**src/rtl/tlb_maint.sv**
```systemverilog
// tlb_maint: TLB entry array owner executing TLBSRCH/TLBRD/TLBWR/TLBFILL/INVTLB at writeback
// Ports: clk/rst (async active-high); op_valid/op_ready handshake with op_type, op_idx,
// op_entry, op_asid, op_vppn, inv_op sampled at acceptance; done pulses on completion with
// srch_hit/srch_idx/rd_entry/inv_op_err valid; tlb_entrys is the registered array, flattened
// with entry i at bits [i*89 +: 89].
// Macro TLB_INV_1CYCLE_EN: apply INVTLB to all entries at once instead of a serial walk.
module tlb_maint #(
    parameter int TLB_ENTRY_NUM = 16,
    parameter int IDX_W = $clog2(TLB_ENTRY_NUM)
) (
    input  logic                       clk,
    input  logic                       rst,
    input  logic                       op_valid,
    output logic                       op_ready,
    input  logic [2:0]                 op_type,
    input  logic [IDX_W-1:0]           op_idx,
    input  logic [88:0]                op_entry,
    input  logic [9:0]                 op_asid,
    input  logic [18:0]                op_vppn,
    input  logic [4:0]                 inv_op,
    output logic                       done,
    output logic                       srch_hit,
    output logic [IDX_W-1:0]           srch_idx,
    output logic [88:0]                rd_entry,
    output logic                       inv_op_err,
    output logic [TLB_ENTRY_NUM*89-1:0] tlb_entrys
);
    localparam logic [1:0] S_IDLE = 2'd0;
    localparam logic [1:0] S_RESP = 2'd1;
    localparam logic [1:0] S_WALK = 2'd2;

    // entry layout: vppn[88:70] ps[69:64] g[63] asid[62:53] e[52] page pair[51:0]
    function automatic logic va_match(input logic [88:0] e, input logic [18:0] vppn);
        return e[69:64] == 6'd21 ? e[88:79] == vppn[18:9] : e[88:70] == vppn;
    endfunction

    function automatic logic inv_cond(input logic [88:0] e, input logic [4:0] op,
                                      input logic [9:0] asid, input logic [18:0] vppn);
        logic g, am, va;
        g  = e[63];
        am = e[62:53] == asid;
        va = va_match(e, vppn);
        return op <= 5'd1 ? 1'b1 :
               op == 5'd2 ? g :
               op == 5'd3 ? !g :
               op == 5'd4 ? !g & am :
               op == 5'd5 ? !g & am & va :
               op == 5'd6 ? (g | am) & va : 1'b0;
    endfunction

    logic [1:0]       state_q, state_d;
    logic [IDX_W-1:0] fill_q, hit_idx_c;
    logic [88:0]      ent_q [TLB_ENTRY_NUM];
    logic [4:0]       inv_op_q;
    logic [9:0]       asid_q;
    logic [18:0]      vppn_q;
    logic             srch_hit_q, inv_op_err_q, hit_c, accept, is_inv, inv_ok;
    logic [IDX_W-1:0] srch_idx_q;
    logic [88:0]      rd_entry_q;

    assign accept     = op_valid & op_ready;
    assign op_ready   = state_q == S_IDLE & ~rst;
    assign is_inv     = op_type == 3'd4;
    assign inv_ok     = inv_op <= 5'd6;
    assign srch_hit   = srch_hit_q;
    assign srch_idx   = srch_idx_q;
    assign rd_entry   = rd_entry_q;
    assign inv_op_err = inv_op_err_q;

    for (genvar g = 0; g < TLB_ENTRY_NUM; g++) begin : g_out
        assign tlb_entrys[g*89 +: 89] = ent_q[g];
    end

    // scan downward so the lowest hitting index is the one left standing
    always_comb begin
        hit_c     = 1'b0;
        hit_idx_c = '0;
        for (int i = TLB_ENTRY_NUM - 1; i >= 0; i--)
            if (ent_q[i][52] & (ent_q[i][63] | ent_q[i][62:53] == op_asid) & va_match(ent_q[i], op_vppn)) begin
                hit_c     = 1'b1;
                hit_idx_c = IDX_W'(i);
            end
    end

`ifdef TLB_INV_1CYCLE_EN
    logic inv_go_q;

    assign done    = state_q == S_RESP;
    assign state_d = accept ? S_RESP : S_IDLE;

    always_ff @(posedge clk or posedge rst)
        if (rst) inv_go_q <= 1'b0;
        else     inv_go_q <= accept & is_inv & inv_ok;
`else
    logic [IDX_W-1:0] idx_q, idx_d;

    assign done    = state_q == S_RESP | (state_q == S_WALK & idx_q == IDX_W'(TLB_ENTRY_NUM - 1));
    assign idx_d   = state_q == S_WALK ? idx_q + 1'b1 : '0;
    assign state_d = state_q == S_IDLE ? (accept ? (is_inv & inv_ok ? S_WALK : S_RESP) : S_IDLE) :
                     state_q == S_WALK & ~done ? S_WALK : S_IDLE;

    always_ff @(posedge clk or posedge rst)
        if (rst) idx_q <= '0;
        else     idx_q <= idx_d;
`endif

    always_ff @(posedge clk or posedge rst) begin
        if (rst) begin
            state_q      <= S_IDLE;
            fill_q       <= '0;
            inv_op_q     <= '0;
            asid_q       <= '0;
            vppn_q       <= '0;
            srch_hit_q   <= 1'b0;
            srch_idx_q   <= '0;
            rd_entry_q   <= '0;
            inv_op_err_q <= 1'b0;
        end else begin
            state_q <= state_d;
            fill_q  <= fill_q + 1'b1;
            if (accept) begin
                inv_op_q     <= inv_op;
                asid_q       <= op_asid;
                vppn_q       <= op_vppn;
                srch_hit_q   <= op_type == 3'd0 & hit_c;
                srch_idx_q   <= op_type == 3'd0 ? hit_idx_c : '0;
                rd_entry_q   <= op_type == 3'd1 ? ent_q[op_idx] : '0;
                inv_op_err_q <= is_inv & ~inv_ok;
            end
        end
    end

    always_ff @(posedge clk or posedge rst) begin
        if (rst) begin
            for (int i = 0; i < TLB_ENTRY_NUM; i++) ent_q[i] <= '0;
        end else begin
            if (accept & op_type == 3'd2) ent_q[op_idx] <= op_entry;
            if (accept & op_type == 3'd3) ent_q[fill_q] <= op_entry;
`ifdef TLB_INV_1CYCLE_EN
            if (inv_go_q)
                for (int i = 0; i < TLB_ENTRY_NUM; i++)
                    if (inv_cond(ent_q[i], inv_op_q, asid_q, vppn_q)) ent_q[i][52] <= 1'b0;
`else
            if (state_q == S_WALK && inv_cond(ent_q[idx_q], inv_op_q, asid_q, vppn_q))
                ent_q[idx_q][52] <= 1'b0;
`endif
        end
    end
endmodule

```
**config.mk**
```make
export PLATFORM = sky130hd
export DESIGN_NAME = tlb_maint
export DESIGN_NICKNAME = d
export VERILOG_FILES = /design/src/rtl/tlb_maint.sv
export SDC_FILE = /design/constraint.sdc
export NUM_CORES = 2
export LEC_CHECK = 0
export CAP_MARGIN = 10
export CORE_AREA = 10 10 632 634
export CTS_CLUSTER_SIZE = 30
export DETAILED_ROUTE_END_ITERATION = 7
export DIE_AREA = 0 0 642 644
export GPL_TIMING_DRIVEN = 0
export PLACE_DENSITY = 0.44
export SETUP_SLACK_MARGIN = 0.05
export SLEW_MARGIN = 20
export SYNTH_ARGS = -nofsm -noshare
export SYNTH_HDL_FRONTEND = slang
export SYNTH_SLANG_ARGS = --single-unit
```
**constraint.sdc**
```tcl
create_clock -name clk -period 79.7 [get_ports clk]
set_input_delay 23.91 -clock clk [delete_from_list [all_inputs] [get_ports clk]]
set_output_delay 23.91 -clock clk [all_outputs]
set_load 0.01 [all_outputs]
```
==> results.sh <==
export IMPL_grt_remaining_overflow=0
export IMPL_antenna_found_initial=79
export IMPL_core_area_sq_mm=0.387
export IMPL_grt_use_met1_pct=30.9
export IMPL_hold_end="rd_entry[58]$_DFFE_PP0P_"
export IMPL_status="complete, no violations"
export IMPL_period_share_pct=62.1
export IMPL_whs_ns=0.483
export IMPL_max_freq_ghz=0.0202
export IMPL_drv_cap=0
export IMPL_grt_usage_pct=26.0
export IMPL_crit_arrival_ns=25.59
export IMPL_setup_violations=0
export IMPL_slew_headroom_pct=16.0
export IMPL_grt_pass1_vias=65698
export IMPL_finalPower_mw=2.26
export IMPL_setup_tns_ns=0
export IMPL_wl_per_cell_microns=43.7
export IMPL_post_route_min_period_ns=49.50
export IMPL_drc_errors=0
export IMPL_hp_class="flip-flop to flip-flop"
export IMPL_hpwl_microns=456000
export IMPL_fill_cells=39538
export IMPL_synth_top_cell_by_area="dfrtp_1"
export IMPL_die_area_sq_mm=0.413
export IMPL_rrSetupSlack_ns=74.09
export IMPL_firstDrtPassIters=5
export IMPL_cellPowerDensity_mw_per_mm2=20.2
export IMPL_clkSinkCount=1563
export IMPL_hold_violations=0
export IMPL_start_kind="primary input"
export IMPL_critical_path_required_ns=55.79
export IMPL_skew_ns=0.0676
export IMPL_port_buffers=1622
export IMPL_gp_congestion=0.955
export IMPL_drt_iter0_drc=6178
export IMPL_rr_worst_depth=13
export IMPL_rsz0062_at_grt="false"
export IMPL_preCtsSetupSlack_ns=30.17
export IMPL_synth_cell_area_sq_mm=0.0802
export IMPL_top_usage_layer="met2"
export IMPL_fp_row_count=229
export IMPL_final_nets=7582
export IMPL_drv_slew=0
export IMPL_worst_slew_pin_slew_ns=1.26
export IMPL_critPathKind="primary input to output port"
export IMPL_clk_pin_slew_ns=0.06
export IMPL_vias=64434
export IMPL_insertion_delay_ns=0.92
export IMPL_synth_area_leaders="dfrtp_1 49%, mux2_2 21%, mux4_2 15%"
export IMPL_syn_area_per_cell_sq_um=14.5
export IMPL_cts_inserted_buffers=197
export IMPL_drive_gt1_share_pct=34.1
export IMPL_use_met2_pct=43.7
export IMPL_tritoncts="built"
export IMPL_die_y_microns=644
export IMPL_endpoint_kind="output port"
export IMPL_r2r_end="tlb_entrys[764]$_DFF_PP0_"
export IMPL_synth_seq_cells=1563
export IMPL_clockRootBuffer="clkbuf_16"
export IMPL_vdd_ir_drop_worst_mv=0.0167
export IMPL_ant_nets=0
export IMPL_use_met3_pct=7.41
export IMPL_htreeDepth=4
export IMPL_async_flop_share_pct=100
export IMPL_initial_utilization_pct=20.7
export IMPL_yosys_warnings=0
export IMPL_wl_microns=561000
export IMPL_syn_num_nets=5689
export IMPL_cp_max_fo=3
export IMPL_ys_types=76
export IMPL_setup_ws_ns=30.20
export IMPL_crit_start="rst"
export IMPL_timing_rr_start="idx_q[0]$_DFF_PP0_"
export IMPL_synthCells=5548
export IMPL_ctsLongestPathBuffers=4
export IMPL_synth_edf_count=0
export IMPL_area_delta_synth_final_pct=39.1
export IMPL_leakagePower_nw=46.6
export IMPL_synth_ff_type="dfrtp_1"
export IMPL_die_w_microns=642
export IMPL_cts_hold_buffers=0
export IMPL_cts_resized=0
export IMPL_ios=1654
export IMPL_routed_via_density=5.02
export IMPL_synth_seq_area_share_pct=48.8
export IMPL_hp_start="rd_entry[58]$_DFFE_PP0P_"
export IMPL_yosysTopAreaCellShare_pct=48.8
export IMPL_hold_path_depth=2
export IMPL_grt_pass1_wl_microns=724000
export IMPL_cts_setup_buffers=0
export IMPL_grt_max_degree=104
## logic make-up after synthesis
kind of cell,Yosys count,share of synthesized area (%)
AO/OA/AOI/OAI,299,2.51
XOR/XNOR,504,5.50
adder cells (fa/ha/maj),8,0.125
buffers and inverters,581,2.94
flip-flops,1563,48.8
multiplexers,2096,36.8
AND/OR/NAND/NOR,497,3.41
## worst max-delay path by stage
stage | to | slack (ns)
finish | op_ready | 30.20
CTS | op_ready | 30.17
global route | op_ready | 30.13
detailed placement | op_ready | 30.17
floorplan | asid_q[0]$_DFFE_PP0P_ | 11.69
global placement | tlb_entrys[1177]$_DFF_PP0_ | -9.74
## synthesized netlist by cell type (44+ instances only)
cell         n
dfrtp_1   1563
o21ai_0    107
inv_1      107
clkbuf_1   334
mux4_2     524
nand2_1    144
xnor2_1    252
buf_2       78
nor3_1      44
nand4_1     73
mux2_2    1462
xor2_1     252
mux2i_1     98
nor4_1      59
## routing by layer
layer,up-vias,part of all wire (%),wire length [microns]
met5,-,0.012,69
met4,10,5.4,30300
met3,793,8.0,44800
met2,3300,48,270000
met1,35641,39,216000
li1,24690,-,-
## report_power, final
group | internal [mW] | switching (mW) | total, mW
combinational | 0.187 | 0.221 | 0.407
sequential | 0.844 | 0.0864 | 0.930
clock | 0.525 | 0.396 | 0.921
total | 1.56 | 0.703 | 2.26
## area by class of cell
class | instances | area [sq um] | share of cell area [%]
clock buffer | 285 | 5710 | 5.12
tap | 5197 | 6500 | 5.83
inverter | 109 | 417 | 0.373
buffer | 472 | 2070 | 1.86
antenna | 41 | 103 | 0.0919
clock inverter | 68 | 776 | 0.695
multi-input combinational | 3404 | 39100 | 35.0
sequential | 1563 | 39100 | 35.0
timing repair buffer | 1694 | 17800 | 16.0
## worst max-delay path, stage by stage
cell and delay (ns):
clkdlybuf4s50_1 0.53, nor3_1 0.23, clkdlybuf4s50_1 0.90
## state kept, by name (all words and copies together) (netlist names), 2 cells and up
register    count
inv_op_q        5
tlb_entrys   1424
vppn_q         19
state_q         2
srch_idx        4
idx_q           4
fill_q          4
rd_entry       89
asid_q         10
## layout by cell type (no fill, tap or decap), types with 46 or more instances in the layout
cell type and n:
xnor2_1 252, dfrtp_1 1563, nand4_1 73, mux4_2 524, mux2i_1 98, clkbuf_2 46, nor4_1 58, mux2_2 1462
clkdlybuf4s50_1 1622, nand2_1 144, xor2_1 252, clkbuf_1 328, inv_1 106, o21ai_0 107, buf_2 107, clkbuf_16 197
## metrics by stage
stage	instance area, sq um	utilization, %	instances
6_report	112000	28.8	12833
5_1_grt	112000	28.8	12814
3_5_place_dp	105000	27.1	12438
4_1_cts	111000	28.8	12791
3_3_place_gp	103000	26.6	12367
2_1_floorplan	80200	-	5548
(Power assumes the default switching activity.)
